File: src/rtl/npu_traffic_gen.sv
// npu_traffic_gen
//   Header traffic generator for exercising a packet-processing NPU stage.
//   A run starts on a 'start' pulse. The block sends NUM_PKTS headers whose
//   srcAddr carries the packet sequence number. After each accepted header it
//   can insert GAP idle cycles. It then checks every header that comes back:
//   the ttl must be one less than the ttl that was sent, srcAddr must arrive
//   in order, and no header may come back that was never sent. 'err' is
//   sticky for the whole run. 'done' is a level that stays high until the
//   next 'start'.
//
//   Optional feature: define TRAFFIC_GEN_PCOUNT_EN to add a performance-
//   counter query port (io_pcIn_* / io_pcOut_*) and a stall counter.
//
// Ports
//   clk, reset                 clock, synchronous active-high reset
//   start                      pulse: begin a run (from IDLE), or rearm (from DONE)
//   done, err                  run finished, sticky return-check error
//   io_out_*                   outgoing header stream (valid/ready)
//   io_in_*                    returned header stream (valid/ready)
//   sent_count, recv_count     accepted sends / returns in the current run
//   io_pcIn_*, io_pcOut_*      counter query/response (TRAFFIC_GEN_PCOUNT_EN only)

module npu_traffic_gen #(
  parameter int NUM_PKTS = 32'sd16,
  parameter int TTL_INIT = 32'sd3,
  parameter int L2_PROTO = 32'sd128,
  parameter int L3_TYPE  = 32'sd64,
  parameter int GAP      = 32'sd0
) (
  input  logic        clk,
  input  logic        reset,
  input  logic        start,
  output logic        done,
  output logic        err,
  output logic        io_out_valid,
  input  logic        io_out_ready,
  output logic [7:0]  io_out_bits_l2Protocol,
  output logic [7:0]  io_out_bits_eth_l3Type,
  output logic [7:0]  io_out_bits_ipv4_ttl,
  output logic [31:0] io_out_bits_ipv4_srcAddr,
  input  logic        io_in_valid,
  output logic        io_in_ready,
  input  logic [7:0]  io_in_bits_ipv4_ttl,
  input  logic [31:0] io_in_bits_ipv4_srcAddr,
`ifdef TRAFFIC_GEN_PCOUNT_EN
  input  logic        io_pcIn_valid,
  input  logic        io_pcIn_bits_request,
  input  logic [15:0] io_pcIn_bits_moduleId,
  input  logic [7:0]  io_pcIn_bits_portId,
  input  logic [3:0]  io_pcIn_bits_pcType,
  output logic        io_pcOut_valid,
  output logic        io_pcOut_bits_request,
  output logic [15:0] io_pcOut_bits_moduleId,
  output logic [7:0]  io_pcOut_bits_portId,
  output logic [15:0] io_pcOut_bits_pcValue,
  output logic [3:0]  io_pcOut_bits_pcType,
`endif
  output logic [15:0] sent_count,
  output logic [15:0] recv_count
);

  typedef enum logic [2:0] {
    ST_IDLE  = 3'd0,
    ST_SEND  = 3'd1,
    ST_GAP   = 3'd2,
    ST_DRAIN = 3'd3,
    ST_DONE  = 3'd4
  } state_t;

  localparam logic [15:0] NUM_PKTS_C = 16'(NUM_PKTS);
  localparam logic [15:0] LAST_IDX_C = 16'(NUM_PKTS - 32'sd1);
  localparam logic [7:0]  GAP_C      = 8'(GAP);
  localparam logic [7:0]  TTL_C      = 8'(TTL_INIT);
  // A TTL_INIT of 1 expects 0 back; the plain 8-bit subtract gives that directly.
  localparam logic [7:0]  TTL_EXP_C  = 8'(TTL_INIT - 32'sd1);
  localparam logic [7:0]  L2_C       = 8'(L2_PROTO);
  localparam logic [7:0]  L3_C       = 8'(L3_TYPE);

  // A returned header is wrong if its ttl was not decremented exactly once,
  // if it is out of order, or if nothing is outstanding (unsolicited).
  function automatic logic beat_mismatch(input logic [7:0]  ttl,
                                         input logic [31:0] src,
                                         input logic [15:0] recv,
                                         input logic [15:0] sent);
    beat_mismatch = (ttl != TTL_EXP_C) ||
                    (src != {16'h0000, recv}) ||
                    (recv == sent);
  endfunction

  state_t      state_r, state_nxt_s;
  logic [15:0] sent_cnt_r, sent_nxt_s;
  logic [15:0] recv_cnt_r, recv_nxt_s;
  logic [7:0]  gap_cnt_r, gap_nxt_s;
  logic        err_r, err_nxt_s;
  logic        cnt_clr_s;

  logic        out_valid_r;
  logic        in_ready_r;
  logic        done_r;
  logic [7:0]  l2_r, l3_r, ttl_r;
  logic [31:0] src_r;

  logic        out_accept_s;
  logic        in_beat_s;

  assign out_accept_s = out_valid_r && io_out_ready;
  assign in_beat_s    = io_in_valid && in_ready_r;

  // Next-state, counter and sticky-error logic.
  always_comb begin
    state_nxt_s = state_r;
    sent_nxt_s  = sent_cnt_r;
    recv_nxt_s  = recv_cnt_r;
    gap_nxt_s   = gap_cnt_r;
    err_nxt_s   = err_r;
    cnt_clr_s   = 1'b0;

    // Returns are checked in any state that has io_in_ready high. A send and a
    // return in the same cycle update their own counters independently.
    if (in_beat_s) begin
      recv_nxt_s = recv_cnt_r + 16'd1;
      if (beat_mismatch(io_in_bits_ipv4_ttl, io_in_bits_ipv4_srcAddr,
                        recv_cnt_r, sent_cnt_r)) begin
        err_nxt_s = 1'b1;
      end else begin
        err_nxt_s = err_r;
      end
    end else begin
      recv_nxt_s = recv_cnt_r;
    end

    case (state_r)
      ST_IDLE: begin
        if (start) begin
          state_nxt_s = ST_SEND;
          cnt_clr_s   = 1'b1;
        end else begin
          state_nxt_s = ST_IDLE;
        end
      end
      ST_SEND: begin
        if (out_accept_s) begin
          sent_nxt_s = sent_cnt_r + 16'd1;
          if (sent_cnt_r == LAST_IDX_C) begin
            state_nxt_s = ST_DRAIN;
          end else if (GAP_C != 8'd0) begin
            state_nxt_s = ST_GAP;
            // GAP idle cycles: counting down from GAP-1 to 0 covers exactly GAP cycles.
            gap_nxt_s   = GAP_C - 8'd1;
          end else begin
            state_nxt_s = ST_SEND;
          end
        end else begin
          state_nxt_s = ST_SEND;
        end
      end
      ST_GAP: begin
        if (gap_cnt_r == 8'd0) begin
          state_nxt_s = ST_SEND;
        end else begin
          gap_nxt_s   = gap_cnt_r - 8'd1;
          state_nxt_s = ST_GAP;
        end
      end
      ST_DRAIN: begin
        // Uses >= so a stray extra return cannot leave the run stuck in DRAIN.
        if (recv_cnt_r >= NUM_PKTS_C) begin
          state_nxt_s = ST_DONE;
        end else begin
          state_nxt_s = ST_DRAIN;
        end
      end
      ST_DONE: begin
        if (start) begin
          state_nxt_s = ST_IDLE;
          cnt_clr_s   = 1'b1;
        end else begin
          state_nxt_s = ST_DONE;
        end
      end
      default: begin
        state_nxt_s = ST_IDLE;
        cnt_clr_s   = 1'b1;
      end
    endcase

    if (cnt_clr_s) begin
      sent_nxt_s = 16'd0;
      recv_nxt_s = 16'd0;
      err_nxt_s  = 1'b0;
    end else begin
      sent_nxt_s = sent_nxt_s;
    end
  end

  // State, counters and registered outputs. The outputs are decoded from the
  // next state, so they line up with the state register without extra delay.
  always_ff @(posedge clk) begin
    if (reset) begin
      state_r     <= ST_IDLE;
      sent_cnt_r  <= 16'd0;
      recv_cnt_r  <= 16'd0;
      gap_cnt_r   <= 8'd0;
      err_r       <= 1'b0;
      out_valid_r <= 1'b0;
      in_ready_r  <= 1'b0;
      done_r      <= 1'b0;
      l2_r        <= 8'd0;
      l3_r        <= 8'd0;
      ttl_r       <= 8'd0;
      src_r       <= 32'd0;
    end else begin
      state_r     <= state_nxt_s;
      sent_cnt_r  <= sent_nxt_s;
      recv_cnt_r  <= recv_nxt_s;
      gap_cnt_r   <= gap_nxt_s;
      err_r       <= err_nxt_s;
      out_valid_r <= (state_nxt_s == ST_SEND);
      in_ready_r  <= (state_nxt_s == ST_SEND) || (state_nxt_s == ST_GAP) ||
                     (state_nxt_s == ST_DRAIN);
      done_r      <= (state_nxt_s == ST_DONE);
      // The header stays stable while stalled because sent_count only moves on accept.
      if (state_nxt_s == ST_SEND) begin
        l2_r  <= L2_C;
        l3_r  <= L3_C;
        ttl_r <= TTL_C;
        src_r <= {16'h0000, sent_nxt_s};
      end else begin
        l2_r  <= 8'd0;
        l3_r  <= 8'd0;
        ttl_r <= 8'd0;
        src_r <= 32'd0;
      end
    end
  end

  assign done                     = done_r;
  assign err                      = err_r;
  assign io_out_valid             = out_valid_r;
  assign io_in_ready              = in_ready_r;
  assign io_out_bits_l2Protocol   = l2_r;
  assign io_out_bits_eth_l3Type   = l3_r;
  assign io_out_bits_ipv4_ttl     = ttl_r;
  assign io_out_bits_ipv4_srcAddr = src_r;
  assign sent_count               = sent_cnt_r;
  assign recv_count               = recv_cnt_r;

`ifdef TRAFFIC_GEN_PCOUNT_EN
  logic [15:0] stall_cnt_r;
  logic        pc_valid_r, pc_req_r;
  logic [15:0] pc_mod_r, pc_val_r;
  logic [7:0]  pc_port_r;
  logic [3:0]  pc_type_r;
  logic        pc_hit_s;

  // Only requests addressed to module 0 are answered here; everything else passes through.
  assign pc_hit_s = io_pcIn_valid && io_pcIn_bits_request &&
                    (io_pcIn_bits_moduleId == 16'h0000);

  function automatic logic [15:0] pc_value_sel(input logic [3:0]  pc_type,
                                               input logic [15:0] sent,
                                               input logic [15:0] recv,
                                               input logic [15:0] stall);
    case (pc_type)
      4'd0:    pc_value_sel = sent;
      4'd1:    pc_value_sel = recv;
      4'd2:    pc_value_sel = stall;
      default: pc_value_sel = 16'h0000;
    endcase
  endfunction

  // Stall counter (offered but not accepted in SEND) and the query response register.
  always_ff @(posedge clk) begin
    if (reset) begin
      stall_cnt_r <= 16'd0;
      pc_valid_r  <= 1'b0;
      pc_req_r    <= 1'b0;
      pc_mod_r    <= 16'd0;
      pc_port_r   <= 8'd0;
      pc_type_r   <= 4'd0;
      pc_val_r    <= 16'd0;
    end else begin
      if (cnt_clr_s) begin
        stall_cnt_r <= 16'd0;
      end else if ((state_r == ST_SEND) && out_valid_r && !io_out_ready) begin
        stall_cnt_r <= stall_cnt_r + 16'd1;
      end else begin
        stall_cnt_r <= stall_cnt_r;
      end
      pc_valid_r <= io_pcIn_valid;
      pc_mod_r   <= io_pcIn_bits_moduleId;
      pc_port_r  <= io_pcIn_bits_portId;
      pc_type_r  <= io_pcIn_bits_pcType;
      if (pc_hit_s) begin
        pc_req_r <= 1'b0;
        pc_val_r <= pc_value_sel(io_pcIn_bits_pcType, sent_cnt_r, recv_cnt_r, stall_cnt_r);
      end else begin
        pc_req_r <= io_pcIn_bits_request;
        pc_val_r <= 16'd0;
      end
    end
  end

  assign io_pcOut_valid         = pc_valid_r;
  assign io_pcOut_bits_request  = pc_req_r;
  assign io_pcOut_bits_moduleId = pc_mod_r;
  assign io_pcOut_bits_portId   = pc_port_r;
  assign io_pcOut_bits_pcValue  = pc_val_r;
  assign io_pcOut_bits_pcType   = pc_type_r;
`endif

endmodule

File: config.mk
export PLATFORM = sky130hd
export DESIGN_NAME = npu_traffic_gen
export DESIGN_NICKNAME = d
export VERILOG_FILES = /design/src/rtl/npu_traffic_gen.sv
export SDC_FILE = /design/constraint.sdc
export NUM_CORES = 1
export LEC_CHECK = 0
export CAP_MARGIN = 15
export CORE_ASPECT_RATIO = 1.5
export CORE_MARGIN = 4
export CORE_UTILIZATION = 44
export CTS_CLUSTER_DIAMETER = 50
export DETAILED_ROUTE_END_ITERATION = 10
export GPL_TIMING_DRIVEN = 0
export HOLD_SLACK_MARGIN = 0.06
export PLACE_DENSITY = 0.87
export SETUP_SLACK_MARGIN = 0.4
export SLEW_MARGIN = 5
export SYNTH_ARGS = -nofsm -noshare
export SYNTH_HDL_FRONTEND = slang
export SYNTH_SLANG_ARGS = --single-unit
File: constraint.sdc
create_clock -name clk -period 2.3 [get_ports clk]
set_clock_uncertainty 0.2 [all_clocks]
set_input_delay 0.345 -clock clk [delete_from_list [all_inputs] [get_ports clk]]
set_output_delay 0.345 -clock clk [all_outputs]
set_load 0.02 [all_outputs]
# Yosys cells after proc, flatten, opt, wreduce, memory -nomap -nowiden
# Cells that the tools add are included.
# classes
add_sub_neg,3
n_lt_le_gt_ge,1
n_eq_ne,12
muxes,15
bitwise,2
reduce_logical,14
# ops
op,n
16-bit 2-to-1 mux,3
16-bit by 1-bit adder with 16-bit output (second input constant),2
32-bit by 16-bit != test with 1-bit output,1
16-bit == test,1
16-bit by 4-bit == test with 1-bit output (second input constant),1
16-bit by 5-bit >= comparator with 1-bit output (second input constant),1
3-bit one-hot mux with 5 select lines,1
3-bit by 2-bit == test with 1-bit output (second input constant),4
3-bit 2-to-1 mux,3
8-bit zero test,1
8-bit 2-to-1 mux,1
8-bit by 2-bit != test with 1-bit output (second input constant),1
8-bit by 1-bit subtractor with 8-bit output (second input constant),1
7-bit 2-to-1 mux,1
3-bit by 1-bit == test with 1-bit output (second input constant),2
3-bit == test (second input constant),2
2-bit 2-to-1 mux,3
2-bit OR reduction,3
1-bit logical OR,4
2-bit AND reduction,2
3-bit zero test,1
3-bit OR reduction,1
1-bit logical AND,2
1-bit 2-to-1 mux,2
2 further kinds,3
# word_totals
regBits,103
word_cells,60

# Logic depth before layout (Yosys ltp)
# Gate-level depths: netlist (run 1).
# depth
ltp_word,7
ltp_mapped,8
ltp_nobuf,6

# Worst setup path after synthesis (run 1)
# Ideal clock, no wire load.
# synth_path
path_kind,reg2reg
startpoint,"reg recv_cnt_r[5], in the netlist recv_count[5]"
endpoint,"reg src_r[10], in the netlist io_out_bits_ipv4_srcAddr[10]"
setup_ns,0.136
arrival_time_ns,1.840
path_slack_ns,0.124
path_stages_with_launch,9
synth_period_minus_slack_ns,2.176
path_cell_list,dfxtp_1 clkbuf_1 or4_1 nor4_2 a211oi_2 nand2b_1 buf_6 buf_6 nor3_2
# synth_via
elab_chain_len,6
# synth_lines
item,line,source
start: declaration,92,"logic [15:0] recv_cnt_r, recv_nxt_s;"
start signal: assignment,215,recv_cnt_r <= recv_nxt_s;
16-bit by 5-bit >= comparator with 1-bit output,167,if (recv_cnt_r >= NUM_PKTS_C) begin
3-bit 2-to-1 mux,167,
3-bit one-hot mux with 5 select lines,132,case (state_r)
3-bit by 1-bit == test with 1-bit output,223,if (state_nxt_s == ST_SEND) begin
1-bit NOT (no source line),--,
2-bit OR reduction (no source line),--,
end signal: assignment,227,"src_r <= {16'h0000, sent_nxt_s};"
end: declaration,101,logic [31:0] src_r;
# Every way passes these cells.
# A chain may end at the register's enable or synchronous reset.

# Final worst setup path (run 1)
# layout_path
startpoint,"reg recv_cnt_r[15], in the netlist recv_count[15]"
endpoint,"reg src_r[6], in the netlist io_out_bits_ipv4_srcAddr[6]"
# Same word-level chain as after synthesis.

==> impl_metrics.csv, run 1 <==
group,metric,value,unit
critical_path,path_max_fanout,5,
placed_design,dp_cells,621,
grt,grt_max_degree,11,
critical_path,arrival,2130,ps
detailed_routing,wl_met3,1127,um
worst_hold_path,hold_depth,2,
synth,ys.flop_type,"dfxtp_1",
timing,setup_tns,0,ps
detailed_routing,wl_met1,3757,um
critical_path,criticalPathCategory,"register to register",
layout,insertedDiodeCount,0,
worst_hold_path,min_path_type,"register to register",
synth,ys.warnings.count,0,
placed_design,gp_congestion,0.8607,
timing,holdWs,313.8,ps
critical_path,crit_path_start,"recv_count[15]",
timing,min_period,2098,ps
timing,maxSlewHeadroom,57.12,%
critical_path,r2r-start,"recv_count[15]",
critical_path,cp.buffers_inverters,2,
floorplanning,io_pins,137,
layout,nNetsFinal,604,
timing,setup_viol,0,
critical_path,cp_cell_sequence,"or4_4 > nor4_4 > a211oi_2 > nand2b_1 > buf_6 > clkbuf_16 > nor3_2",
synth,synthArstFlopShare,0,%
worst_hold_path,holdPathEnd,"gap_cnt_r[1]",
detailed_routing,post-route-drc-count,0,
grt,grt_pass1_vias,3410,
detailed_routing,wl_met2,6172,um
floorplanning,fp.dieW,79.44,um
timing,final_hold_viol_count,0,
clock_network,ctsLongestPathBuffers,2,
layout,area_delta_synth_final,60.59,%
placed_design,dp.final_hpwl,7505,um
critical_path,start_kind,"register",
synth,syn_area,3368,sq um
grt,antenna_found_initial,0,
synth,yosysTopAreaCell,"dfxtp_1",
detailed_routing,ant_nets,0,
placed_design,place_ws,-246.8,ps
critical_path,worstPathRequired,2330,ps
floorplanning,core,7322,sq um
timing,timing.fmax,0.4766,GHz
detailed_routing,dr.pass1.iters,5,
clock_network,clk_latency,350,ps
status,status,"finished clean",
power_and_ir_drop,leakage,2.346,nW
detailed_routing,drtIter0Drc,269,
worst_hold_path,hp-start,"gap_cnt_r[1]",
grt,track_usage,22.30,%
detailed_routing,routed_via_density,5.168,
timing,worst_pin_slew,638.3,ps
layout,fin_cells,659,
synth,synth_commonest_cells,"dfxtp_1 (63), nor2_1 (55), xnor2_1 (47)",
critical_path,slowest_stage,"or4_4",
critical_path,regToRegEndpoint,"io_out_bits_ipv4_srcAddr[6]",
power_and_ir_drop,peakVddDrop,0.4683,mV
clock_network,postCtsHoldBufs,0,
layout,drive_gt1_share,29.16,%
timing,fin_ws,202.0,ps
power_and_ir_drop,p_per_area,470.3,nW/um^2
critical_path,cp_top_family,"simple AND/OR/NAND/NOR gates",
timing,post-route-period-util,91.22,%
floorplanning,initial_core_util,46.00,%
grt,gr-total-overflow,0,
run,max_cap_violations,0,
synth,ys_seq_elements,63,
synth,netlist_instances,386,
critical_path,rr_worst_depth,7,
critical_path,endpoint_kind,"register",
synth,synth-edff-count,0,
grt,grt_pass1_wl,15870,um
critical_path,slowest_delay,580,ps
clock_network,cts.sinks,63,
synth,syn_avg_cell_area,8.726,sq um
synth,netlist.area_leader.share,37.44,%
clock_network,h-tree-depth,3,
detailed_routing,top_layer,"met4",
synth,synth_area_leaders,"dfxtp_1 (37%), xnor2_1 (12%), buf_4 (8.9%)",
clock_network,clkSlewWorstSetupHoldPaths,70,ps
synth,yosysUniqueCellTypes,41,
clock_network,cts-buffers-inserted,9,
synth,yosysMostFrequentCell,"dfxtp_1",
detailed_routing,routed_wirelength,11370,um
placed_design,placement.io_buffers,100,
timing,slew_viol_final,0,
critical_path,r2r_setup_slack,200,ps
detailed_routing,wl_per_cell,17.25,um
clock_network,cts-root-buf,"clkbuf_8",
timing,rsz0062_at_grt,"yes",
detailed_routing,vias,3406,
floorplanning,die_area,9147,sq um
floorplanning,die_h,115.2,um
power_and_ir_drop,finalPower,0.002544,W
floorplanning,num_rows,38,
synth,seq_area_frac_synth,37.44,%
clock_network,cts_tree,"yes",
## logic make-up after synthesis
family,Yosys count,synth area share [%]
flops,63,37.44
simple gates,163,26.97
xor+xnor,64,16.64
compound gates,19,3.901
other cells,1,0.1113
mux,1,0.2972
fa+ha+maj,5,1.857
buf+inv,70,12.78
## worst reg2reg max path, stage by stage (launching register included)
cell,delay (ps)
dfxtp_1,400
or4_4,580
nor4_4,300
a211oi_2,70
nand2b_1,110
buf_6,130
clkbuf_16,150
nor3_2,50
## per-layer routing
layer  global-route usage [%]  up-vias
met4                    9.862        0
met3                    7.288       38
met5                        0        -
li1                         -     1565
met1                    21.51     1581
met2                    42.16      222
## cells in the final DEF (no fill, tap or decap), types with 4 or more instances in the layout
cell             Yosys  layout
a21oi_1              8       5
nor2_1              55      53
clkbuf_2             0       5
or3_1                6       5
conb_1               1      36
inv_1               10      10
nand4_1             17      17
nor4_2               1       4
or4_4                0       4
o21ai_0              5       5
ha_1                 5       5
buf_6                2       6
dfxtp_4              0       5
dlymetal6s2s_1       0      19
nand2_1             14      13
dfxtp_1             63      41
xor2_1              17      16
clkbuf_1            13       4
dlygate4sd2_1        0      28
xnor2_1             47      45
dfxtp_2              0      17
buf_4               40      59
nand3_1             11       9
clkdlybuf4s50_1      0      53
nor4_4               1       4
nor3_2               9      14
clkbuf_8             0      13
nor3_1              16       9
## flip-flops by register name (all words and copies together) (netlist names)
name                      flops
done                          1
io_in_ready                   1
state_r                       3
recv_count                   16
sent_count                   16
gap_cnt_r                     8
io_out_bits_ipv4_ttl          1
io_out_bits_ipv4_srcAddr     16
err                           1
## worst max-delay path by stage
stage / slack [ps] / end / cells after the start
global placement: -240 / err / 6
global route: 140 / io_out_bits_ipv4_srcAddr[12] / 8
floorplan: 210 / io_out_bits_ipv4_srcAddr[10] / 8
finish: 200 / io_out_bits_ipv4_srcAddr[6] / 7
CTS: 160 / io_out_bits_ipv4_srcAddr[10] / 8
detailed placement: -250 / err / 6
## through the flow
stage	instance area, sq um	utilization, %
floorplan	3562	-
global placement	4688	64.03
detailed placement	4688	64.03
CTS	5047	68.93
global route	5409	73.87
finish	5409	73.87
## final cells by class
class / count / area (sq um)
Buffer: 60 / 485.5
Clock buffer: 13 / 158.9
Clock inverter: 3 / 65.06
Fill cell: 503 / 1913
Inverter: 10 / 37.54
Multi-Input combinational cell: 288 / 2016
Sequential cell: 63 / 1301
Tap cell: 100 / 125.1
Timing Repair Buffer: 122 / 1220
## report_power, final
part	leakage [nW]	total (W)	internal [W]	switching, W
clock network	0.114	0.00110	0.000669	0.000436
logic	1.71	0.000338	0.000168	0.000170
registers	0.520	0.00110	0.00109	0.00000863
## repair_timing
action | in CTS | in global routing
pin swaps | 4 | 24
cloned | 0 | 1
setup buffers | 11 | 10
resized for setup | 55 | 77
endpoints found under the setup margin | 67 | 49
Note: power is estimated with default switching activity, not from simulation.
==> run 2: changes to the inputs <==
--- a/config.mk
+++ b/config.mk
@@ -10,6 +10,7 @@
 export CORE_MARGIN = 4
 export CORE_UTILIZATION = 44
 export CTS_CLUSTER_DIAMETER = 50
+export CTS_CLUSTER_SIZE = 24
 export DETAILED_ROUTE_END_ITERATION = 10
 export GPL_TIMING_DRIVEN = 0
 export HOLD_SLACK_MARGIN = 0.06
==> results of run 2 <==
The final DEF is identical to that of run 1; final timing and power are the same.
